### src/rtl/rcn_master.sv
// rcn_master: single-client request initiator for the rcn ring.
// Inserts one-word requests into empty ring slots, tracks up to four
// outstanding tags, removes its own responses and forwards every other
// ring word with two-register latency.
// Optional per-tag timeout: define RCN_MASTER_TIMEOUT_EN.
module rcn_master #(
    parameter logic [5:0] MASTER_ID      = 6'd1,
    parameter logic [7:0] TIMEOUT_CYCLES = 8'd255
) (
    input  logic        clk,
    input  logic        rst,
    input  logic [68:0] rcn_in,
    output logic [68:0] rcn_out,
    input  logic        cs,
    input  logic        wr,
    input  logic [3:0]  mask,
    input  logic [23:0] addr,
    input  logic [31:0] wdata,
    output logic        busy,
    output logic        rsp_vld,
    output logic        rsp_wr,
    output logic [1:0]  rsp_seq,
    output logic [31:0] rsp_data,
    output logic        timeout_err
);

    logic [68:0] rin_q, rin_d;
    logic [68:0] rout_q, rout_d;
    logic        hold_vld_q, hold_vld_d;
    logic [68:0] hold_q, hold_d;
    logic [3:0]  pend_q, pend_d;
    logic [2:0]  ocnt_q, ocnt_d;
    logic [1:0]  next_seq_q, next_seq_d;
    logic        rsp_vld_q, rsp_vld_d;
    logic        rsp_wr_q, rsp_wr_d;
    logic [1:0]  rsp_seq_q, rsp_seq_d;
    logic [31:0] rsp_data_q, rsp_data_d;
    logic        timeout_err_q, timeout_err_d;

    logic        own_rsp;
    logic        slot_free;
    logic        insert;
    logic        accept;
    logic [3:0]  rsp_free;
    logic [3:0]  expire;

    function automatic logic [68:0] make_req(input logic        w,
                                             input logic [3:0]  m,
                                             input logic [21:0] a,
                                             input logic [1:0]  s,
                                             input logic [31:0] d);
        make_req = {1'b1, 1'b1, w, MASTER_ID, m, a, s, d};
    endfunction

    function automatic logic [2:0] count4(input logic [3:0] v);
        count4 = {2'b00, v[0]} + {2'b00, v[1]} + {2'b00, v[2]} + {2'b00, v[3]};
    endfunction

    // A consumed own response leaves an empty slot that the held request may take.
    assign own_rsp   = rin_q[68] && !rin_q[67] && (rin_q[65:60] == MASTER_ID);
    assign slot_free = !rin_q[68] || own_rsp;
    assign insert    = slot_free && hold_vld_q;
    assign busy      = hold_vld_q || (ocnt_q == 3'd4);
    assign accept    = cs && !busy;
    assign rsp_free  = own_rsp ? (4'b0001 << rin_q[33:32]) : 4'b0000;

`ifdef RCN_MASTER_TIMEOUT_EN
    logic [3:0]      live_q, live_d;
    logic [3:0][7:0] age_q, age_d;
    logic            unused_bits;
    assign unused_bits = ^addr[1:0];

    // Ages count from the cycle the request appears on rcn_out.
    always_comb begin
        expire = 4'b0000;
        age_d  = age_q;
        for (int t = 0; t < 4; t++) begin
            if (live_q[t] && (age_q[t] == TIMEOUT_CYCLES - 8'd1)) expire[t] = 1'b1;
            if (live_q[t]) age_d[t] = age_q[t] + 8'd1;
        end
        live_d = live_q & ~rsp_free & ~expire;
        if (insert) begin
            live_d[hold_q[33:32]] = 1'b1;
            age_d[hold_q[33:32]]  = 8'd0;
        end
    end

    // Age counter state.
    always_ff @(posedge clk) begin
        if (rst) begin
            live_q <= 4'b0000;
            age_q  <= '0;
        end else begin
            live_q <= live_d;
            age_q  <= age_d;
        end
    end
`else
    logic unused_bits;
    assign unused_bits = ^{addr[1:0], TIMEOUT_CYCLES};
    assign expire      = 4'b0000;
`endif

    // Slot decision, request hold, tag bookkeeping and response capture.
    always_comb begin
        rin_d = rcn_in;
        if (rin_q[68] && !own_rsp) begin
            rout_d = rin_q;
        end else if (hold_vld_q) begin
            rout_d = hold_q;
        end else begin
            rout_d = '0;
        end

        hold_vld_d = hold_vld_q;
        hold_d     = hold_q;
        if (insert) hold_vld_d = 1'b0;
        if (accept) begin
            hold_vld_d = 1'b1;
            hold_d     = make_req(wr, mask, addr[23:2], next_seq_q, wdata);
        end
        next_seq_d = accept ? next_seq_q + 2'd1 : next_seq_q;

        // An unmatched response clears nothing, so the count cannot underflow.
        pend_d = pend_q & ~rsp_free & ~expire;
        if (accept) pend_d[next_seq_q] = 1'b1;
        ocnt_d = count4(pend_d);

        rsp_vld_d  = own_rsp;
        rsp_wr_d   = rsp_wr_q;
        rsp_seq_d  = rsp_seq_q;
        rsp_data_d = rsp_data_q;
        if (own_rsp) begin
            rsp_wr_d   = rin_q[66];
            rsp_seq_d  = rin_q[33:32];
            rsp_data_d = rin_q[31:0];
        end
        timeout_err_d = |expire;
    end

    // All registered state.
    always_ff @(posedge clk) begin
        if (rst) begin
            rin_q         <= '0;
            rout_q        <= '0;
            hold_vld_q    <= 1'b0;
            hold_q        <= '0;
            pend_q        <= 4'b0000;
            ocnt_q        <= 3'd0;
            next_seq_q    <= 2'd0;
            rsp_vld_q     <= 1'b0;
            rsp_wr_q      <= 1'b0;
            rsp_seq_q     <= 2'd0;
            rsp_data_q    <= 32'd0;
            timeout_err_q <= 1'b0;
        end else begin
            rin_q         <= rin_d;
            rout_q        <= rout_d;
            hold_vld_q    <= hold_vld_d;
            hold_q        <= hold_d;
            pend_q        <= pend_d;
            ocnt_q        <= ocnt_d;
            next_seq_q    <= next_seq_d;
            rsp_vld_q     <= rsp_vld_d;
            rsp_wr_q      <= rsp_wr_d;
            rsp_seq_q     <= rsp_seq_d;
            rsp_data_q    <= rsp_data_d;
            timeout_err_q <= timeout_err_d;
        end
    end

    assign rcn_out     = rout_q;
    assign rsp_vld     = rsp_vld_q;
    assign rsp_wr      = rsp_wr_q;
    assign rsp_seq     = rsp_seq_q;
    assign rsp_data    = rsp_data_q;
    assign timeout_err = timeout_err_q;

endmodule
### config.mk
export PLATFORM = sky130hd
export DESIGN_NAME = rcn_master
export DESIGN_NICKNAME = d
export VERILOG_FILES = /design/src/rtl/rcn_master.sv
export SDC_FILE = /design/constraint.sdc
export NUM_CORES = 1
export LEC_CHECK = 0
export CORE_MARGIN = 1
export CORE_UTILIZATION = 32
export CTS_CLUSTER_DIAMETER = 60
export DETAILED_ROUTE_END_ITERATION = 10
export SYNTH_ARGS = -nofsm -noshare
export SYNTH_HDL_FRONTEND = slang
export SYNTH_SLANG_ARGS = --single-unit
### constraint.sdc
create_clock -name clk -period 7.5 [get_ports clk]
set_input_delay 1.125 -clock clk [delete_from_list [all_inputs] [get_ports clk]]
set_output_delay 1.125 -clock clk [all_outputs]
set_load 0.05 [all_outputs]
== Yosys cells after proc, flatten, opt, wreduce, memory -nomap -nowiden ==
Cells that the tools add are included.

* $lt $le $gt $ge: 2
* Reduce and logical (&&, ||, !) cells: 13
* Bitwise logic cells: 3
* Mux-type cells: 8
* $add $sub $neg: 4
* Eq/ne operators: 2
* Shift operators: 1

{| class="wikitable"
|+ Operator list
! kind !! count
|-
| two-way mux 69 bit || 2
|-
| two-way mux 4 bit || 2
|-
| == test 6 x 1 -> 1 bit (second input constant) || 1
|-
| logical AND 1 bit || 6
|-
| bitwise AND 4 bit || 1
|-
| zero test 1 bit || 4
|-
| inverter 4 bit || 1
|-
| OR 4 bit || 1
|-
| << shifter 1 x 2 -> 4 bit (first input constant) || 1
|-
| adder 2 x 1 -> 3 bit || 1
|-
| adder 3 x 1 -> 3 bit || 1
|-
| == test 3 bit (second input constant) || 1
|-
| < comparator 2 x 3 -> 1 bit (second input constant) || 1
|-
| two-way mux 1 bit || 3
|-
| adder 1 x 1 -> 2 bit || 1
|-
| adder 2 x 1 -> 2 bit (second input constant) || 1
|-
| demux 1 bit (select 2 bit) || 1
|-
| >= comparator 2 x 1 -> 1 bit (second input constant) || 1
|-
| logical OR 1 bit || 2
|-
| nonzero test 2 bit || 1
|}

* Output and inout port bits: 107
* Register bits: 247
* Input port bits: 133

== Logic depth before layout (Yosys ltp) ==
Gate-level depths: netlist (run 1).

* Depth after elaboration: 11
* Gate-level depth with buffers: 8

== Worst setup path after synthesis (run 1) ==
No wires, ideal clock.

* Path kind: input to register
* Start: input port cs
* End: register ocnt_q[1]
* Library setup time: 0.128 ns
* Arrival time: 2.852 ns
* Path buffers: 1
* Stages: 8
* Path slack: 4.520 ns
* Cells stage by stage: nand2b_1 clkbuf_1 nor2_1 a22o_1 fa_1 ha_1 ha_1 nor2b_1

* Elaborated cells on any way between the ends: 5

{| class="wikitable"
|+ RTL lines
! item !! line !! RTL
|-
| start: declaration || 14 || <nowiki>input logic cs,</nowiki>
|-
| logical AND 1 bit || 64 || <nowiki>assign accept = cs && !busy;</nowiki>
|-
| two-way mux 4 bit || 126 || <nowiki>if (accept) pend_d[next_seq_q] = 1'b1;</nowiki>
|-
| named net pend_d[3] || 31 || <nowiki>logic [3:0] pend_q, pend_d;</nowiki>
|-
| adder 3 x 1 -> 3 bit || 56 || <nowiki>count4 = {2'b00, v[0]} + {2'b00, v[1]} + {2'b00, v[2]} + {2'b00, v[3]};</nowiki>
|-
| named net ocnt_d[1] || 32 || <nowiki>logic [2:0] ocnt_q, ocnt_d;</nowiki>
|-
| end signal: assignment || 162 || <nowiki>ocnt_q <= ocnt_d;</nowiki>
|-
| end: declaration || 32 ||
|}

The timed path passes the listed nets, and every way through them passes these cells.
A chain may end at the register's enable or synchronous reset.

== Worst setup path in the final report (run 1) ==
* Start: register rin_q[68]
* End: register ocnt_q[1]

* Cells in the longest elaborated chain, start to end: 10

{| class="wikitable"
|+ RTL lines
! item !! line !! RTL
|-
| start: declaration || 27 || <nowiki>logic [68:0] rin_q, rin_d;</nowiki>
|-
| start signal: assignment || 157 || <nowiki>rin_q <= rin_d;</nowiki>
|-
| logical AND 1 bit (*) (2 in a row) || 60 || <nowiki>assign own_rsp = rin_q[68] && !rin_q[67] && (rin_q[65:60] == MASTER_ID);</nowiki>
|-
| two-way mux 4 bit (*) || 65 || <nowiki>assign rsp_free = own_rsp ? (4'b0001 << rin_q[33:32]) : 4'b0000;</nowiki>
|-
| inverter 4 bit (*) || 125 || <nowiki>pend_d = pend_q & ~rsp_free & ~expire;</nowiki>
|-
| bitwise AND 4 bit (*) || 125 ||
|-
| OR 4 bit (no source line) || - ||
|-
| two-way mux 4 bit (*) || 126 ||
|-
| named net pend_d[1] || 31 ||
|-
| adder 1 x 1 -> 2 bit (*) || 56 ||
|-
| adder 2 x 1 -> 3 bit (*) || 56 ||
|-
| adder 3 x 1 -> 3 bit (*) || 56 ||
|-
| named net ocnt_d[1] || 32 ||
|}

Mark *: on every way through the listed nets, which the timed path passes. The rest lies on a longest branch.

==> results of run 1 <==
==> through the flow <==
step	utilization	hold WS (ns)	instances	worst slack, ns	power (mW)
6_report	0.4639	0.4388	1381	3.866	2.964
5_1_grt	0.4638	0.4567	1380	3.661	3.071
4_1_cts	0.4637	0.4428	1379	3.856	2.997
3_5_place_dp	0.4293	0.4254	1332	3.826	1.696
3_3_place_gp	0.4293	0.4213	1332	3.839	1.694
2_1_floorplan	-	0.4192	839	4.520	1.560
==> cell families after synthesis <==
logic type | after synthesis
compound gates | 261
flops | 246
simple gates | 223
buf+inv | 89
mux | 12
fa+ha+maj | 7
other cells | 1
==> power groups by stage <==
stage	Combinational [mW]	Sequential, mW	Clock (mW)
after floorplan	0.116	1.44	0
after global placement	0.276	1.42	0
after detailed placement	0.277	1.42	0
after CTS	0.279	1.39	1.33
after global routing	0.296	1.40	1.38
final	0.275	1.39	1.30
==> cells in the final DEF, fill, tap and decap left out, types with 3 or more instances in the layout <==
master / instances
buf_4: 13
ha_1: 6
nand2_1: 14
clkbuf_1: 4
o21ai_0: 98
a32o_1: 54
clkbuf_16: 27
clkdlybuf4s50_1: 235
dfxtp_1: 246
clkinv_2: 5
a22o_1: 4
and2_1: 3
nor2b_1: 75
nand3_1: 112
a21oi_1: 100
clkbuf_8: 5
mux2i_1: 12
inv_1: 3
==> worst paths after layout <==
check | endpoint | from | depth (start not counted)
worst max register to register | ocnt_q[1]$_SDFF_PP0_ | rin_q[68]$_SDFF_PP0_ | 8
worst max-delay path | ocnt_q[1]$_SDFF_PP0_ | rin_q[68]$_SDFF_PP0_ | 8
worst min register to register | rcn_out[54]$_SDFF_PP0_ | rin_q[54]$_SDFF_PP0_ | 1
worst min-delay path | rcn_out[54]$_SDFF_PP0_ | rin_q[54]$_SDFF_PP0_ | 1
==> per-layer routing <==
| metal | track usage | vias up | routed length [um] |
|---|---|---|---|
| li1 | - | 3374 | - |
| met3 | 0.03611 | 35 | 1609 |
| met2 | 0.2978 | 226 | 11810 |
| met4 | 0.05345 | 0 | 626 |
| met1 | 0.2420 | 3390 | 11300 |
| met5 | 0 | - | 0 |
==> flip-flops by register name, summed over array words and instances (netlist names) <==
register	count
rcn_out	69
rin_q	69
hold_q	62
rsp_data	32
pend_q	4
ocnt_q	3
next_seq_q	2
rsp_seq	2
hold_vld_q	1
rsp_vld	1
rsp_wr	1
==> cell type report <==
type	count	area share
Timing Repair Buffer	249	0.2083
Multi-Input combinational cell	504	0.2644
Clock inverter	11	0.009953
Sequential cell	246	0.4168
Clock buffer	36	0.06427
Tap cell	330	0.03494
Inverter	3	0.0009530
Antenna cell	2	0.0004236
==> flow_metrics.tcl, run 1 <==
set metrics [dict create \
    status "completed" \
    port_buffers 236 \
    hold_violations 0 \
    dpl.hpwl_um 15220 \
    crit_type "flip-flop to flip-flop" \
    syn-num-nets 979 \
    async_flop_share 0 \
    required_ns 7.88 \
    path_cells "nor4bb_4, buf_4, nand4b_1, a22o_1, fa_1, ha_1, ha_1, nor2b_1" \
    cts_resized 0 \
    wl_per_cell_um 18.35 \
    endpoint_kind "flip-flop" \
    drv_slew 0 \
    yosysSeqAreaShare 0.5864 \
    via_per_inst 5.087 \
    crit_top_cell "ha_1" \
    h-tree-depth 1 \
    cpPeakStageDelay_ns 1.05 \
    tns_ns 0 \
    initial_core_util 0.3297 \
    synthAdderAreaFrac 0.01132 \
    clock_latency_ns 0.54 \
    synth_area_um2 8398 \
    peakVddDrop_mv 0.1532 \
    p_per_area_nw_per_um2 250.8 \
    grt_max_degree 88 \
    muxShareOfSynthArea 0.01430 \
    num_io_pins 240 \
    post-route-period-util 0.4846 \
    path_clk_slew_ns 0.06 \
    die_y_um 164 \
    vias 7025 \
    die_area_um2 26900 \
    switching_share 0.2369 \
    rows 58 \
    cts-root-buf "clkbuf_16" \
    postCtsHoldBufs 0 \
    final_nets 1171 \
    drive_gt1_frac 0.06578 \
    grt_pass1_wl_um 38210 \
    drt_iter0_drc 482 \
    die_x_um 164 \
    core-area_um2 25470 \
    p_leak_nw 4.188 \
    setup_violations 0 \
    yosys-top-cells-count "dfxtp_1 (246), nand3_1 (112), a21oi_1 (100)" \
    fmax_mhz 275.1 \
    rsz0062_at_grt "no" \
    clockPowerShare 0.438 \
    drt_wl_total_um 25350 \
    crit_slowest_cell "nor4bb_4" \
    synth_compound_area_frac 0.1916 \
    placedInstanceArea_um2 10930 \
    cts_setup_buffers 0 \
    worst_pin_slew_ns 1.137 \
    synth-simple-area-share 0.1478 \
    synth.most_common_cell "dfxtp_1" \
    dr.pass1.iters 5 \
    maxCapViolCount 0 \
    worst-path-buf-inv 1 \
    cts_buffer_depth 3 \
    grt_pass1_vias 6718 \
    seqPwrFrac 0.469 \
    overflow 0 \
    pwr-share-comb 0.093 \
    hold_path_class "flip-flop to flip-flop" \
    postRouteAntennaNets 0 \
    drc 0 \
    synth.area.top_cells "dfxtp_1 (59%), nand3_1 (6.7%), a32o_1 (6.4%), a21oi_1 (6.0%), o21ai_0 (5.8%)" \
    gp_congestion 0.7621 \
    ys_types 35 \
    antenna_found_initial 2 \
    synth_edf_count 0 \
    synthCells 839 \
    cpLargestDelayFamily "simple AND/OR/NAND/NOR gates" \
    path_max_fanout 21 \
    synth_flop_cell "dfxtp_1" \
    worstSetupStartpointType "flip-flop" \
    ys_warn_count 0 \
    slew_headroom 0.2409 \
    syn_avg_cell_area_um2 10.01 \
    cts_sinks 246 \
    netSwitchingPower_mw 0.7020 \
    synth_top_area_share 0.5864 \
    fin_crit_ns 3.634 \
    seq_area_um2 4925 \
    fill_cells 2424 \
    grt_use_total 0.1821 \
    fin_skew_ns 0.02249 \
    multi_input_area_um2 3124 \
    cts_made_buffers 27 \
    synth_top_family_by_area "compound AO/OA/AOI/OAI gates" \
    p_int_mw 2.261 \
    fin_area_um2 11820 \
    synth_xor_area_frac 0 \
    synth_seq_cells 246 \
    reg2reg_setup_slack_ns 3.87 \
    synth_largest_area_cell "dfxtp_1" \
    tritoncts "done" \
    area_growth_pct 40.70 \
    arrival_ns 4.02 \
]
Note: power is estimated with default switching activity, not from simulation.
==> run 2: changes to the inputs <==
clock period = 3.63 ns   (was 7.5 ns; I/O delays follow)
==> flow_metrics.tcl, run 2 (synthesis gave the netlist of run 1 again) <==
set metrics [dict create \
    status "completed" \
    path_cells "or3b_2, nand2b_1, clkdlybuf4s50_1" \
    h-tree-depth 1 \
    core-area_um2 25470 \
    path_max_fanout 24 \
    instances_no_fill 1382 \
    peakVddDrop_mv 0.3348 \
    rows 58 \
    drv_slew 0 \
    grt_pass1_wl_um 38700 \
    postRouteAntennaNets 0 \
    drive_gt1_frac 0.06565 \
    wl_per_cell_um 18.32 \
    tns_ns 0 \
    worstSetupStartpointType "flip-flop" \
    hold_path_class "flip-flop to flip-flop" \
    port_buffers 236 \
    worst_pin_slew_ns 1.102 \
    final_core_util 0.4656 \
    cpLargestDelayFamily "simple AND/OR/NAND/NOR gates" \
    arrival_ns 2.59 \
    worst-path-buf-inv 1 \
    dpl.hpwl_um 15170 \
    initial_core_util 0.3297 \
    layout_common_cells "dfxtp_1 (246), clkdlybuf4s50_1 (235), nand3_1 (112)" \
    crit_type "flip-flop to output pin" \
    path_clk_slew_ns 0.06 \
    cts-root-buf "clkbuf_16" \
    endpoint_kind "output pin" \
    fin_skew_ns 0.01555 \
    cts_setup_buffers 0 \
    cts_buffer_depth 3 \
    dp_cells 1335 \
    die_y_um 164 \
    cts_resized 0 \
    dr.pass1.iters 5 \
    maxCapViolCount 0 \
    tritoncts "done" \
    rsz0062_at_grt "no" \
    cpPeakStageDelay_ns 0.81 \
    drc 0 \
    hold_violations 0 \
    grt_max_degree 94 \
    cts_made_buffers 28 \
    die_area_um2 26900 \
    overflow 0 \
    antenna_found_initial 1 \
    setup_violations 0 \
    fin_crit_ns 3.132 \
    die_x_um 164 \
    drt_wl_total_um 25320 \
    p_per_area_nw_per_um2 520.4 \
    area_growth_pct 41.21 \
    num_io_pins 240 \
    required_ns 3.09 \
    cts_sinks 246 \
    via_per_inst 4.987 \
    post-route-period-util 0.8629 \
    postCtsHoldBufs 0 \
    grt_use_total 0.1850 \
    gp_congestion 0.7681 \
    crit_slowest_cell "clkdlybuf4s50_1" \
    vias 6892 \
    final_common_cell "dfxtp_1" \
    final_nets 1175 \
    drt_iter0_drc 438 \
    slew_headroom 0.2635 \
    clock_latency_ns 0.54 \
    grt_pass1_vias 6800 \
    fmax_mhz 319.3 \
    p_leak_nw 4.217 \
    holdWs_ns 0.4369 \
]
## run 2: final timing paths
check,startpoint,end,slack [ns],cells after the start
hold / removal,rin_q[59]$_SDFF_PP0_,rcn_out[59]$_SDFF_PP0_,0.44,1
hold reg to reg,rin_q[59]$_SDFF_PP0_,rcn_out[59]$_SDFF_PP0_,0.44,1
setup / recovery,ocnt_q[1]$_SDFF_PP0_,busy,0.50,3
setup reg to reg,rin_q[68]$_SDFF_PP0_,ocnt_q[1]$_SDFF_PP0_,0.97,7
## run 2: area by class of cell
class | count | area (um^2)
Sequential cell | 246 | 4925
Clock buffer | 37 | 775.7
Multi-Input combinational cell | 504 | 3124
Clock inverter | 9 | 111.4
Timing Repair Buffer | 252 | 2496
Inverter | 3 | 11.26
Tap cell | 330 | 412.9
Fill cell | 2454 | 13610
Antenna cell | 1 | 2.502
## run 2: power breakdown
group	total (mW)	leakage, nW	switching, mW	internal [mW]
logic	0.578	1.76	0.317	0.261
clock network	2.73	0.439	1.09	1.64
registers	2.87	2.02	0.0550	2.81
## run 2: routing by layer
metal | GRT usage | vias to the layer above | share of wire | routed length [um]
met5 | 0 | - | 0 | 0
met4 | 0.05387 | 0 | 0.025 | 626
met3 | 0.03990 | 43 | 0.065 | 1646
met2 | 0.3086 | 228 | 0.46 | 11710
met1 | 0.2390 | 3248 | 0.45 | 11340
li1 | - | 3373 | - | -
## run 2: through the flow
stage          worst slack, ns  total power [mW]  cell area, um^2
2_1_floorplan            1.072             3.224             8398
3_3_place_gp            0.9095             3.505            10970
3_5_place_dp            0.9084             3.508            10970
4_1_cts                 0.4748             6.247            11860
5_1_grt                 0.4167             6.402            11860
6_report                0.4978             6.171            11860
## run 2: worst register-to-register path: stages (launching register included)
cell and delay, ns:
dfxtp_1 0.48, or4bb_1 0.54, o41ai_1 0.35, nand2_1 0.12, fa_1 0.45, ha_1 0.19, ha_1 0.26, nor2b_1 0.13
==> run 3: changes to the inputs <==
TNS_END_PERCENT = 50   (was default)
==> results of run 3 <==
Final layout, timing and power as in run 2 (identical DEF).
